### config.mk
export PLATFORM = sky130hd
export DESIGN_NAME = button_event_gen_flat
export DESIGN_NICKNAME = d
export VERILOG_FILES = /design/src/rtl/button_event_gen_pkg.sv /design/src/rtl/button_event_gen_if.sv /design/src/rtl/button_event_gen_ms_tick_gen.sv /design/src/rtl/button_event_gen.sv /design/src/flat_wrapper.sv
export SDC_FILE = /design/constraint.sdc
export NUM_CORES = 1
export LEC_CHECK = 0
export CAP_MARGIN = 20
export CORE_MARGIN = 2
export CORE_UTILIZATION = 60
export DETAILED_ROUTE_END_ITERATION = 16
export DONT_BUFFER_PORTS = 1
export GPL_TIMING_DRIVEN = 0
export PLACE_DENSITY_LB_ADDON = 0.2
export SYNTH_ARGS = -nofsm -noshare
export SYNTH_HDL_FRONTEND = slang
export SYNTH_HIERARCHICAL = 1
export SYNTH_SLANG_ARGS = --single-unit
### constraint.sdc
create_clock -name clk -period 3.2 [get_ports clk]
set_input_delay 0.16 -clock clk [delete_from_list [all_inputs] [get_ports clk]]
set_output_delay 0.16 -clock clk [all_outputs]
set_load 0.05 [all_outputs]
### src/rtl/button_event_gen_pkg.sv
// Shared types and constant helpers for the button event generator.
// Contains the FSM state encoding and the counter-width functions.
package button_event_gen_pkg;

  typedef enum logic [1:0] {
    IDLE    = 2'd0,
    PRESSED = 2'd1,
    LONG    = 2'd2
  } state_t;

  localparam int PRESS_CNT_W = 8;

  function automatic int clog2(input int v);
    int r;
    int x;
    r = 0;
    x = v - 1;
    while (x > 0) begin
      r = r + 1;
      x = x >> 1;
    end
    return r;
  endfunction

  function automatic int max3(input int a, input int b, input int c);
    int m;
    m = (a > b) ? a : b;
    return (m > c) ? m : c;
  endfunction

endpackage

### src/rtl/button_event_gen_if.sv
// Button level in, event pulses and status out.
// The master side is the event generator; the slave side is the consumer.
interface button_event_gen_if;

  logic                                        btn_in;
  logic                                        press_pulse;
  logic                                        release_pulse;
  logic                                        long_pulse;
  logic                                        repeat_pulse;
  logic                                        held;
  logic [button_event_gen_pkg::PRESS_CNT_W-1:0] press_count;

  modport master (
    input  btn_in,
    output press_pulse,
    output release_pulse,
    output long_pulse,
    output repeat_pulse,
    output held,
    output press_count
  );

  modport slave (
    output btn_in,
    input  press_pulse,
    input  release_pulse,
    input  long_pulse,
    input  repeat_pulse,
    input  held,
    input  press_count
  );

endinterface

### src/rtl/button_event_gen_ms_tick_gen.sv
// Millisecond prescaler: counts 0..CLK_FREQ/1000-1 and flags the terminal count.
// A synchronous clear restarts the millisecond phase.
module ms_tick_gen
  import button_event_gen_pkg::*;
#(
  parameter int CLK_FREQ = 50_000_000
) (
  input  logic clk,
  input  logic rst_a_n,
  input  logic clr_i,
  output logic tick_o
);

  localparam int DIV  = CLK_FREQ / 1000;
  localparam int PS_W = clog2(DIV);
  localparam logic [PS_W-1:0] TC = PS_W'(DIV - 1);

  logic [PS_W-1:0] cnt_q, cnt_d;

  assign tick_o = (cnt_q == TC);

  always_comb begin
    cnt_d = cnt_q + PS_W'(1);
    if (clr_i || tick_o) cnt_d = '0;
  end

  always_ff @(posedge clk or negedge rst_a_n) begin
    if (!rst_a_n) cnt_q <= '0;
    else          cnt_q <= cnt_d;
  end

endmodule

### src/rtl/button_event_gen.sv
// Turns a debounced button level into press/release/long/repeat pulses.
// Synchronizer, event FSM, millisecond counter and press counter.
module button_event_gen
  import button_event_gen_pkg::*;
#(
  parameter int CLK_FREQ      = 50_000_000,
  parameter int LONG_PRESS_MS = 1000,
  parameter int REPEAT_MS     = 200
) (
  input  logic               clk,
  input  logic               rst_a_n,
  button_event_gen_if.master bus
);

  localparam int MS_W = clog2(max3(LONG_PRESS_MS, REPEAT_MS, 2));
  localparam logic [MS_W-1:0] LONG_TC = MS_W'(LONG_PRESS_MS - 1);
  localparam logic [MS_W-1:0] REP_TC  = MS_W'((REPEAT_MS == 0) ? 0 : REPEAT_MS - 1);
  localparam bit              REP_EN  = (REPEAT_MS != 0);

  logic                   sync1_q, btn_s_q;
  state_t                 state_q, state_d;
  logic [MS_W-1:0]        ms_cnt_q, ms_cnt_d;
  logic [PRESS_CNT_W-1:0] press_cnt_q;
  logic                   press_q, release_q, long_q, repeat_q, held_q;
  logic                   press_d, release_d, long_d, repeat_d;
  logic                   tick;
  logic                   trans;

  ms_tick_gen #(.CLK_FREQ(CLK_FREQ)) u_tick (
    .clk     (clk),
    .rst_a_n (rst_a_n),
    .clr_i   (trans),
    .tick_o  (tick)
  );

  // Release takes priority over a coincident long/repeat terminal tick.
  always_comb begin
    state_d   = state_q;
    ms_cnt_d  = ms_cnt_q;
    press_d   = 1'b0;
    release_d = 1'b0;
    long_d    = 1'b0;
    repeat_d  = 1'b0;
    case (state_q)
      IDLE: begin
        if (btn_s_q) begin
          press_d = 1'b1;
          state_d = PRESSED;
        end
      end
      PRESSED: begin
        if (!btn_s_q) begin
          release_d = 1'b1;
          state_d   = IDLE;
        end else if (tick) begin
          if (ms_cnt_q == LONG_TC) begin
            long_d  = 1'b1;
            state_d = LONG;
          end else begin
            ms_cnt_d = ms_cnt_q + MS_W'(1);
          end
        end
      end
      LONG: begin
        if (!btn_s_q) begin
          release_d = 1'b1;
          state_d   = IDLE;
        end else if (REP_EN && tick) begin
          if (ms_cnt_q == REP_TC) begin
            repeat_d = 1'b1;
            ms_cnt_d = '0;
          end else begin
            ms_cnt_d = ms_cnt_q + MS_W'(1);
          end
        end
      end
      default: state_d = IDLE;
    endcase
    trans = (state_d != state_q);
    if (trans) ms_cnt_d = '0;
  end

  always_ff @(posedge clk or negedge rst_a_n) begin
    if (!rst_a_n) begin
      sync1_q     <= 1'b0;
      btn_s_q     <= 1'b0;
      state_q     <= IDLE;
      ms_cnt_q    <= '0;
      press_cnt_q <= '0;
      press_q     <= 1'b0;
      release_q   <= 1'b0;
      long_q      <= 1'b0;
      repeat_q    <= 1'b0;
      held_q      <= 1'b0;
    end else begin
      sync1_q     <= bus.btn_in;
      btn_s_q     <= sync1_q;
      state_q     <= state_d;
      ms_cnt_q    <= ms_cnt_d;
      press_cnt_q <= press_cnt_q + PRESS_CNT_W'(press_d);
      press_q     <= press_d;
      release_q   <= release_d;
      long_q      <= long_d;
      repeat_q    <= repeat_d;
      held_q      <= (state_d != IDLE);
    end
  end

  assign bus.press_pulse   = press_q;
  assign bus.release_pulse = release_q;
  assign bus.long_pulse    = long_q;
  assign bus.repeat_pulse  = repeat_q;
  assign bus.held          = held_q;
  assign bus.press_count   = press_cnt_q;

endmodule
### src/flat_wrapper.sv
// flat-port wrapper written by rule: the top's interface ports become plain ports
module button_event_gen_flat import button_event_gen_pkg::*;
#(
  parameter int CLK_FREQ      = 50_000_000,
  parameter int LONG_PRESS_MS = 1000,
  parameter int REPEAT_MS     = 200
)
  (clk, rst_a_n, bus_btn_in, bus_press_pulse, bus_release_pulse, bus_long_pulse, bus_repeat_pulse, bus_held, bus_press_count);
  button_event_gen_if bus_i ();
  input  logic clk;
  input  logic rst_a_n;
  input wire logic [$bits(bus_i.btn_in)-1:0] bus_btn_in;
  output wire logic [$bits(bus_i.press_pulse)-1:0] bus_press_pulse;
  output wire logic [$bits(bus_i.release_pulse)-1:0] bus_release_pulse;
  output wire logic [$bits(bus_i.long_pulse)-1:0] bus_long_pulse;
  output wire logic [$bits(bus_i.repeat_pulse)-1:0] bus_repeat_pulse;
  output wire logic [$bits(bus_i.held)-1:0] bus_held;
  output wire logic [$bits(bus_i.press_count)-1:0] bus_press_count;
  assign bus_i.btn_in = bus_btn_in;
  assign bus_press_pulse = bus_i.press_pulse;
  assign bus_release_pulse = bus_i.release_pulse;
  assign bus_long_pulse = bus_i.long_pulse;
  assign bus_repeat_pulse = bus_i.repeat_pulse;
  assign bus_held = bus_i.held;
  assign bus_press_count = bus_i.press_count;
  button_event_gen #(.CLK_FREQ(CLK_FREQ), .LONG_PRESS_MS(LONG_PRESS_MS), .REPEAT_MS(REPEAT_MS)) u_core (.clk(clk), .rst_a_n(rst_a_n), .bus(bus_i));
endmodule
==> flow_summary.toml <==
[finish]
nFillCells = 274
antennaDiodeCount = 0
drive_gt1_share_pct = 12.1
final_nets = 234
seq_area_um2 = 1080
multi_input_comb_area_um2 = 1090
instances_no_fill = 272
area_growth_pct = 10.0

[cts]
post_cts_buffers = 0
clk_pin_slew_ns = 0.08
cts-root-buf = "clkbuf_8"
clockBufferDepth = 2
cts_made_buffers = 5
clock_latency_ns = 0.30
cts_sinks = 43
h-tree-depth = 2
tritoncts = "done"

[sta]
finalSetupTns_ns = 0
tightest_slew_ns = 0.583
fin_crit_ns = 2.94
slew-limit-headroom_pct = 61.1
skew_ns = 0.00732
rsz0062_at_grt = "no"
slew_viol_final = 0
max_freq_ghz = 0.340
setup_viol = 0
finalCritPeriodShare_pct = 91.8
final_hold_viol_count = 0

[synth]
yosysMostFrequentCell = "dfrtp_1"
synth_common_cells = "dfrtp_1 (43), nor2_1 (26), xnor2_1 (19)"
synth_nets = 224
syn_area_um2 = 2250
synth_area_leader_cell = "dfrtp_1"
synthTopCellsByArea = "dfrtp_1 (48%), xnor2_1 (7.4%), ha_1 (4.4%), nor2_1 (4.3%), nand3_1 (3.6%)"
async_flop_share_pct = 100
dominantRegCellSynth = "dfrtp_1"
syn_inst = 213
yosysWarnings = 6
synthDistinctLibCells = 46
ys_seq_area_share_pct = 47.7
synth.top_cell.area_share_pct = 47.7
synth_edf_count = 0
syn_area_per_cell_um2 = 10.6
ys_ff_latch = 43

[place]
port-buffer-count = 0
dp_hpwl_mm = 2.99
placedCellCount = 261
gp_congestion = 0.855

[critical_path]
crit_fanout = 8
cp.required_ns = 3.40
ff2ff_path_depth = 6
crit-reg2reg-launch = "u_core/u_tick/cnt_q[4]"
worstPathArrival_ns = 3.14
start_kind = "flip-flop"
end_kind = "flip-flop"
reg2reg_to = "u_core/ms_cnt_q[3]"
critPathLaunch = "u_core/u_tick/cnt_q[4]"
crit_end = "u_core/ms_cnt_q[3]"
rrSetupSlack_ns = 0.26
crit_type = "flip-flop to flip-flop"

[power_and_ir_drop]
p_leak_uw = 0.00104
irDropWorstVdd_mv = 0.542
p_per_area_nw_per_um2 = 670
total_power_uw = 1660

[global_routing]
grt_pass1_vias = 1697
grt_pass1_wl_mm = 7.67
grt_util_met2_pct = 42.9
grt_max_degree = 44
grt_use_met3_pct = 6.34
grt_usage_pct = 23.7
met1_usage_pct = 26.8
overflow = 0
top_usage_layer = "met2"
antenna_found_initial = 0

[die]
rows = 22
fp.dieH_um = 65.3
io_pins = 16
dieArea_um2 = 4260
initial_core_util_pct = 62.1
core_um2 = 3630
die_w_um = 65.3

[drt]
num_vias = 1646
wl_per_cell_um = 16.2
wl_mm = 4.41
drtIter0Drc = 87
via_per_inst = 6.05
antenna_left = 0
drc = 0
firstDrtPassIters = 4

[run]
maxCapViolations = 0

[run_status]
outcome = "complete, no violations"

[hold_path]
holdCritPathClass = "input port to asynchronous set/reset pin"
## routing by layer
layer / share of wire (%) / vias to the layer above
met2: 53 / 35
met3: 3.3 / 9
met4: 2.2 / 0
li1: - / 787
met1: 42 / 815
met5: 0 / -
## layout by cell type, fill, tap and decap left out, types with 2 or more instances in the layout
cell type	Yosys	final
or3_1	2	2
dlygate4sd3_1	0	2
buf_2	4	4
xor2_1	5	5
nor4_1	12	12
xnor2_1	19	19
buf_6	3	3
a2111oi_2	3	3
clkbuf_8	0	6
or4b_1	2	2
o21ai_0	2	2
nand2_1	10	10
and4_1	2	2
inv_1	9	9
nand4_1	6	6
and2_1	2	2
dfrtp_1	43	43
nor2_1	26	26
o21bai_1	2	2
or2_1	3	3
nand3_1	16	16
a21oi_1	2	2
a31oi_1	2	2
nor3_1	4	4
a221oi_1	2	2
ha_1	8	8
nor2b_1	3	3
## worst max-delay path, cell delays in order (launching register included)
cell and delay, ns:
dfrtp_1 0.42, or4b_1 0.58, nor4_4 0.48, o211ai_2 0.25, a31o_4 0.30, or4b_4 0.53
a2111oi_4 0.28
## flip-flops by register name, summed over array words and instances, names as in the netlist
signal	cells
u_core/bus.long_pulse	1
u_core/bus.held	1
u_core/bus.release_pulse	1
u_core/ms_cnt_q	10
u_core/bus.repeat_pulse	1
u_core/u_tick/cnt_q	16
u_core/btn_s_q	1
u_core/bus.press_pulse	1
u_core/bus.press_count	8
u_core/state_q	2
u_core/sync1_q	1
## what timing repair did
item,4_1_cts,5_1_grt
endpoints found under the hold margin,44,0
hold buffers,3,0
endpoints found under the setup margin,0,12
resized for setup,0,1
## worst min-delay path by stage
| stage | start | endpoint | slack [ns] | depth (start not counted) |
|---|---|---|---|---|
| after detailed placement | rst_a_n | u_core/bus.press_count[5] | -0.13 | 0 |
| final | rst_a_n | u_core/u_tick/cnt_q[9] | 0.33 | 2 |
| after floorplan | rst_a_n | u_core/btn_s_q | -0.14 | 0 |
| after global routing | rst_a_n | u_core/u_tick/cnt_q[8] | 0.35 | 2 |
| after global placement | rst_a_n | u_core/bus.press_count[4] | -0.13 | 0 |
| after CTS | rst_a_n | u_core/u_tick/cnt_q[6] | 0.32 | 2 |
## kinds of logic after synthesis
logic type	share of synthesized area [%]
compound gates	9.82
buf+inv	4.22
fa+ha+maj	4.44
simple gates	24.5
flops	47.7
xor+xnor	9.32
## power by group
| part | switching [uW] | leakage (uW) | internal [uW] | total (uW) |
|---|---|---|---|---|
| Clock | 180 | 0.0000612 | 252 | 433 |
| Sequential | 265 | 0.000576 | 620 | 885 |
| Combinational | 203 | 0.000402 | 143 | 346 |
| Total | 648 | 0.00104 | 1020 | 1660 |
## metrics by stage
step                      setup slack, ns  utilization [%]  area (um2)  hold WS (ns)
final                               0.261             68.3        2480         0.330
after global routing               0.0526             68.3        2480         0.345
after CTS                          0.0890             68.0        2470         0.322
after detailed placement            0.115             63.7        2310        -0.135
after global placement              0.150             63.7        2310        -0.135
after floorplan                     0.439                -        2250        -0.136
## layout make-up
class	count	share of cell area, %
Timing Repair Buffer	3	1.61
Clock inverter	2	1.41
Multi-Input combinational cell	153	44.0
Tap cell	48	2.42
Sequential cell	43	43.4
Clock buffer	6	3.33
Inverter	9	1.36
Buffer	8	2.47
Power figures use the tool's default switching activity.
